[src/rtl/imem_fetch_pkg.sv]
// Shared types and defaults for the instruction-fetch sequencer.
package imem_fetch_pkg;

  typedef enum logic [0:0] {
    ST_RUN  = 1'b0,
    ST_HALT = 1'b1
  } fetch_state_e;

  localparam int unsigned DEFAULT_RESET_PC = 0;

endpackage

[src/rtl/ifid_reg.sv]
// IF/ID pipeline register: load captures a fetched word, squash only clears
// the valid bit, neither asserted holds everything.
module ifid_reg #(
  parameter int unsigned DWL = 32,
  parameter int unsigned AWL = 5
) (
  input  logic           clk,
  input  logic           rst,
  input  logic           load,
  input  logic           squash,
  input  logic [DWL-1:0] instr_in,
  input  logic [AWL-1:0] pc_in,
  output logic [DWL-1:0] instr,
  output logic [AWL-1:0] pc,
  output logic           valid
);

  logic [DWL-1:0] instr_q, instr_d;
  logic [AWL-1:0] pc_q, pc_d;
  logic           valid_q, valid_d;

  always_comb begin
    instr_d = instr_q;
    pc_d    = pc_q;
    valid_d = valid_q;
    if (squash) begin
      valid_d = 1'b0;
    end else if (load) begin
      instr_d = instr_in;
      pc_d    = pc_in;
      valid_d = 1'b1;
    end
  end

  always_ff @(posedge clk) begin
    if (rst) begin
      instr_q <= '0;
      pc_q    <= '0;
      valid_q <= 1'b0;
    end else begin
      instr_q <= instr_d;
      pc_q    <= pc_d;
      valid_q <= valid_d;
    end
  end

  assign instr = instr_q;
  assign pc    = pc_q;
  assign valid = valid_q;

endmodule

[src/rtl/imem_fetch_ctrl.sv]
// Fetch sequencer: owns the PC, feeds IF/ID, and shares the imem port with a
// debugger while halted.
module imem_fetch_ctrl
  import imem_fetch_pkg::*;
#(
  parameter int unsigned    DWL      = 32,
  parameter int unsigned    AWL      = 5,
  parameter logic [AWL-1:0] RESET_PC = AWL'(DEFAULT_RESET_PC)
) (
  input  logic           CLK,
  input  logic           RST,
  output logic [AWL-1:0] IMA,
  input  logic [DWL-1:0] IMRD,
  input  logic           STALL,
  input  logic           FLUSH,
  input  logic           REDIR,
  input  logic [AWL-1:0] REDIR_PC,
  input  logic           HALT_REQ,
  input  logic           RESUME,
  input  logic           DBG_REQ,
  input  logic [AWL-1:0] DBG_ADDR,
  output logic           DBG_ACK,
  output logic [DWL-1:0] DBG_DATA,
  output logic [DWL-1:0] IFID_INSTR,
  output logic [AWL-1:0] IFID_PC,
  output logic           IFID_VALID,
  output logic           HALTED,
  output logic [31:0]    FETCH_CNT
);

  fetch_state_e   state_q, state_d;
  logic [AWL-1:0] pc_q, pc_d;
  logic [31:0]    cnt_q, cnt_d;
  logic           ack_q, ack_d;
  logic [DWL-1:0] data_q, data_d;
  logic           ifid_load, ifid_squash;
  logic           in_halt;

  assign in_halt = (state_q == ST_HALT);
  assign IMA     = (in_halt && DBG_REQ) ? DBG_ADDR : pc_q;

  always_comb begin
    state_d     = state_q;
    pc_d        = pc_q;
    cnt_d       = cnt_q;
    ack_d       = 1'b0;
    data_d      = data_q;
    ifid_load   = 1'b0;
    ifid_squash = 1'b0;
    if (!in_halt) begin
      if (REDIR) begin
        pc_d        = REDIR_PC;
        ifid_squash = 1'b1;
      end else if (FLUSH) begin
        ifid_squash = 1'b1;
      end else if (!STALL) begin
        pc_d      = pc_q + AWL'(1);
        ifid_load = 1'b1;
      end
      // A halt keeps the PC step chosen above but discards the word fetched
      // on this edge, so it is neither loaded nor counted.
      if (HALT_REQ) begin
        state_d     = ST_HALT;
        ifid_load   = 1'b0;
        ifid_squash = 1'b1;
      end
      if (ifid_load) begin
        cnt_d = cnt_q + 32'd1;
      end
    end else begin
      ack_d = DBG_REQ;
      if (DBG_REQ) begin
        data_d = IMRD;
      end
      if (RESUME) begin
        state_d = ST_RUN;
      end
    end
  end

  always_ff @(posedge CLK) begin
    if (RST) begin
      state_q <= ST_RUN;
      pc_q    <= RESET_PC;
      cnt_q   <= '0;
      ack_q   <= 1'b0;
      data_q  <= '0;
    end else begin
      state_q <= state_d;
      pc_q    <= pc_d;
      cnt_q   <= cnt_d;
      ack_q   <= ack_d;
      data_q  <= data_d;
    end
  end

  ifid_reg #(
    .DWL (DWL),
    .AWL (AWL)
  ) u_ifid_reg (
    .clk      (CLK),
    .rst      (RST),
    .load     (ifid_load),
    .squash   (ifid_squash),
    .instr_in (IMRD),
    .pc_in    (pc_q),
    .instr    (IFID_INSTR),
    .pc       (IFID_PC),
    .valid    (IFID_VALID)
  );

  assign DBG_ACK   = ack_q;
  assign DBG_DATA  = data_q;
  assign HALTED    = in_halt;
  assign FETCH_CNT = cnt_q;

endmodule

[config.mk]
export PLATFORM = sky130hd
export DESIGN_NAME = imem_fetch_ctrl
export DESIGN_NICKNAME = d
export VERILOG_FILES = /design/src/rtl/imem_fetch_pkg.sv /design/src/rtl/ifid_reg.sv /design/src/rtl/imem_fetch_ctrl.sv
export SDC_FILE = /design/constraint.sdc
export NUM_CORES = 1
export LEC_CHECK = 0
export CAP_MARGIN = 0
export CORE_MARGIN = 2
export CORE_UTILIZATION = 45
export CTS_CLUSTER_DIAMETER = 80
export DETAILED_ROUTE_END_ITERATION = 12
export PLACE_DENSITY = 0.9
export SLEW_MARGIN = 25
export SYNTH_ARGS = -nofsm -noshare
export SYNTH_HDL_FRONTEND = slang
export SYNTH_SLANG_ARGS = --single-unit
[constraint.sdc]
create_clock -name CLK -period 2.1 [get_ports CLK]
set_input_delay 0.21 -clock CLK [delete_from_list [all_inputs] [get_ports CLK]]
set_output_delay 0.21 -clock CLK [all_outputs]
set_load 0.03 [all_outputs]
# Yosys cells after proc, flatten, opt, wreduce, memory -nomap -nowiden
# Index checks and enable logic that the tools add are counted.
[word_totals]
regBits = 109
word_cells = 38
[classes]
add_sub_neg = 2
eq_ne = 2
mux = 17
n_bitwise = 2
reduce_logical = 7
[ops]
columns = ["operator", "n"]
rows = [
  ["adder 32 x 1 -> 32 bit, second input constant", 1],
  ["2-to-1 mux 5 bit", 4],
  ["2-to-1 mux 1 bit", 13],
  ["AND reduction 2 bit", 3],
  ["adder 5 x 1 -> 5 bit, second input constant", 1],
  ["inequality test 2 x 1 -> 1 bit, second input constant", 2],
  ["OR reduction 2 bit", 2],
  ["AND reduction 3 bit", 1],
  ["NOT 1 bit", 2],
  ["logical AND 1 bit", 1],
]

# Depth between registers and ports, before layout
[depth]
ltp_word = 7
ltp_mapped = 7

# By module
# Synthesis repeated with hierarchy kept, for this count alone.
[hier_totals]
hier_cells = 559
hier_area_um2 = 5011.1
[modules_own_cells]
columns = ["mod", "instances", "cells_each", "area_per_inst_um2"]
rows = [
  ["imem_fetch_ctrl", 1, 387, 3123.0],
  ["ifid_reg", 1, 172, 1888.1],
]

# Least setup slack after synthesis
# No wires, ideal clock.
[synth_timing]
path_kind = "reg2reg"
from = "register cnt_q[0] (netlist: FETCH_CNT[0])"
to = "register cnt_q[22] (netlist: FETCH_CNT[22])"
arrival_ns = 1.820
path_slack_ns = 0.209
stages_incl_launch_ff = 6
period_less_slack_ns = 1.891
path_cell_list = "dfxtp_1 -> ha_1 -> nor4b_4 -> nand4_4 -> or4_1 -> a21oi_1"
[synth_between]
elab_chain_cells = 1
[synth_lines]
columns = ["item", "line", "text"]
rows = [
  ["start: declaration", "imem_fetch_ctrl.sv:33", "logic [31:0] cnt_q, cnt_d;"],
  ["start signal: assignment", "imem_fetch_ctrl.sv:91", "cnt_q <= cnt_d;"],
  ["adder 32 x 1 -> 32 bit", "imem_fetch_ctrl.sv:68", "cnt_d = cnt_q + 32'd1;"],
]
# No other way between the ends.
# A chain may end at the register's enable or synchronous reset.

# Worst setup path after layout
[layout_timing]
from = "register cnt_q[1] (netlist: FETCH_CNT[1])"
to = "register cnt_q[22] (netlist: FETCH_CNT[22])"
# The elaborated chain is that of the path after synthesis.

==> results.txt <==
----------------------------------------------------
[Clock tree]
  CTS H-tree lvls ... 3
  Number of buffers between clock root and the deepest sink ... 2
  Insertion delay of the later-clocked pin in the worst-skew pair ... 0.38 ns
  Clk sink count ... about 110
  CTS Root Cell ... clkbuf_8
  Clock edge transition at the registers on the reported setup and hold paths ... about 0.1 ns
  Count of hold buffers inserted by post-cts repair ... 0
  TritonCTS Buffers ... 9
  CTS tree ... yes

[Yosys]
  EDFF count, synth ... 0
  Total number of yosys warnings ... 0
  Post-synthesis instance total ... 553
  Simple-gate share of the synthesized area ... 0.274
  Fraction of the mapped netlist area in compound gates ... 0.151
  Largest area contributor in the synthesized netlist ... dfxtp_1
  Combined area of all synthesized cells ... 4410 sq um
  Most area-consuming cells after synthesis ... dfxtp_1 (50%), nand2_1 (15%), a21oi_1 (10%)
  Most frequent cell after synthesis ... nand2_1
  Count of unique library cells instantiated by Yosys ... 39
  Synth Area in Adders ... 0.00568
  Predominant post-synthesis flop cell ... dfxtp_1
  Post-synth net total ... 605
  Post-synthesis async set-or-reset flop share ... 0
  Most used standard cells in the synthesized netlist ... nand2_1 (171), dfxtp_1 (109), a21oi_1 (92)
  Post-synthesis xor/xnor area fraction ... 0.0179
  #FFs+latches synth ... approximately 110
  Portion of netlist area occupied by mux cells ... 0.0125
  Fraction of post-synthesis cell area in the top cell type by area ... 0.495
  Share of the yosys chip area belonging to registers ... 0.495
  Mean Syn Cell Area ... between 7 and 8 sq um
  Combinational family with the most area after synthesis ... simple AND/OR/NAND/NOR gates

[Route]
  Via count ... approximately 4400
  Routed length on met3 ... around 730 um
  Post-route antenna net violation count ... 0
  Routed metal-1 wire length ... between 5000 and 6000 um
  Detail-routed net length per standard cell ... 14.8 um
  Top layer in use ... met4
  First DRT Iteration DRCs ... 220
  First-pass detailed-route iteration total ... 5
  Wire length reported by the detailed router ... 12500 um
  Number of remaining DRC errors ... 0
  Via density ... 5.25
  Met2 wirelength from detailed routing ... about 6400 um

[Final layout]
  Share of final-layout standard cells stronger than drive strength 1 ... 0.0774
  Fillcell total ... 792
  Final std cell area, no fill ... 6400 sq um
  Seq. cell area ... roughly 2200 sq um
  Multi-input gate area ... 2030 sq um
  Area growth syn-to-layout ... 45.2%
  Utilization after layout ... 0.664
  Antenna diode count ... 0
  Final net count ... 758

[Critical path]
  CP Data Required Time ... 2.40 ns
  Category of the most critical setup path ... flop to flop
  Critical-path maximum fanout ... 13
  Signal arrival time at the worst endpoint ... roughly 2.3 ns
  Worst reg-to-reg setup slack ... 0.11 ns
  Crit path launch type ... flop
  Sort of element at the end of the critical path ... flop

[STA]
  Final critical-path required period ... 1.99 ns
  FMAX ... 504 MHz
  Worst-case headroom to the max-slew limit ... 0.591
  Final-report setup violation count ... 0
  Crit share post-route ... 0.946
  Count of final max-slew check failures ... 0
  Slew at the pin closest to its max-slew limit ... 0.613 ns
  Minimum hold slack ... approximately 0.32 ns
  Setup clock skew after layout ... 0.0135 ns
  Fin. Hold Viols ... 0

[Status]
  Run status ... finished clean

[Power]
  Total power divided by cell area ... 640 nW/um^2
  Total chip power ... 4090 uW
  Maximum vdd ir drop ... 0.000416 V
  Reported leakage power ... around 0.0022 uW

[Global routing]
  Pin count of the biggest net entering global routing ... between 50 and 60
  Wire length of the first global-routing pass ... 19400 um
  Initial antenna violation count ... 0
  Combined global-route utilization of all metal layers ... 0.228
  Via count of the first global-routing pass ... 4129
  GRT overflow ... 0

[Floorplanning]
  Die boundary height ... 103 um
  Die outline width ... 103 um
  Core Region ... 9640 sq um
  Num ports ... 159
  # rows ... 36
  Die Footprint ... 10600 sq um
  Starting utilization of the core area ... 0.457

[Min path]
  Type of the most critical hold path ... primary input to flop

[Placement]
  Placer congestion estimate ... 0.851
  HPWL after detailed placement ... around 8800 um
  Cell area after placement ... 6120 sq um
  Count of buffers from port buffering ... 158

[Run]
  Max-cap violation count ... 0

----------------------------------------------------
timing repair:
item                       CTS  global route
resized for setup            0             1
setup endpoints to repair    0             5
hold endpoints to repair     0             0
setup buffers                0             7
sequential cells by signal, indices dropped and copies added (netlist names):
signal and flops:
DBG_DATA 32, FETCH_CNT 32, u_ifid_reg.instr 32, pc_q 5, u_ifid_reg.pc 5, DBG_ACK 1
HALTED 1, u_ifid_reg.valid 1
per-layer routing:
| metal | track usage | vias up |
|---|---|---|
| li1 | - | 2177 |
| met1 | 0.282 | 2056 |
| met2 | 0.375 | 160 |
| met3 | 0.0529 | 35 |
| met4 | 0.110 | 0 |
| met5 | 0 | - |
layout by cell type (no fill, tap or decap), types with 2 or more instances in the layout:
cell	synthesis	final
a21oi_1	92	92
xor2_1	7	7
or3_1	9	9
clkbuf_8	0	9
inv_1	3	3
nand4_1	11	11
inv_6	0	2
a211oi_1	2	2
clkdlybuf4s50_1	0	152
buf_4	3	26
mux2_2	4	4
or4_1	9	9
ha_1	2	2
dfxtp_1	109	108
nor2b_1	4	4
and4_1	5	5
and3_1	3	3
nand3_1	13	13
nand2_1	171	171
o21ai_0	12	12
bufinv_16	0	2
o31ai_1	11	11
a31oi_1	2	2
nor2_1	22	22
and2_1	4	4
buf_12	0	3
nor3_1	5	5
xnor2_1	2	2
power breakdown:
group	total (uW)	internal (uW)	switching, uW
combinational	498	221	277
sequential	2150	2110	34.3
clock	1450	690	757
total	4090	3020	1070
stage by stage:
step / TNS (ns) / std cells / setup slack, ns
2_1_floorplan: 0 / 553 / 0.209
3_3_place_gp: -0.0854 / 821 / -0.0262
3_5_place_dp: -0.557 / 821 / -0.140
4_1_cts: 0 / 837 / 0.0498
5_1_grt: -0.00221 / 844 / -0.00221
6_report: 0 / 844 / 0.114
critical path: stages (launching register included):
cell     delay [ns]
dfxtp_1        0.40
ha_1           0.24
nor4b_4        0.36
nand4_4        0.23
or4_1          0.52
a21oi_1        0.17
final cells by class:
cell class | instances | share of cell area
flip-flops and latches | 109 | 0.341
multi-input cells | 402 | 0.318
repair buffers | 181 | 0.278
well taps | 133 | 0.0260
clock buffers | 9 | 0.0194
clock inverters | 7 | 0.0160
inverters | 3 | 0.00176
cells by family (layout without fill, tap and decap cells):
family / count (synthesis) / in the layout
buffers and inverters: 42 / 200
AO/OA/AOI/OAI: 123 / 123
XOR/XNOR: 9 / 9
multiplexers: 5 / 5
flip-flops: 109 / 109
AND/OR/NAND/NOR: 263 / 263
adder cells (fa/ha/maj): 2 / 2
final timing paths:
| kind | start | endpoint | depth (start not counted) |
|---|---|---|---|
| min reg2reg | u_ifid_reg.instr[8] | u_ifid_reg.instr[8] | 2 |
| min | RST | FETCH_CNT[12] | 2 |
| max reg2reg | FETCH_CNT[1] | FETCH_CNT[22] | 5 |
| max | FETCH_CNT[1] | FETCH_CNT[22] | 5 |
(Power assumes the default switching activity.)
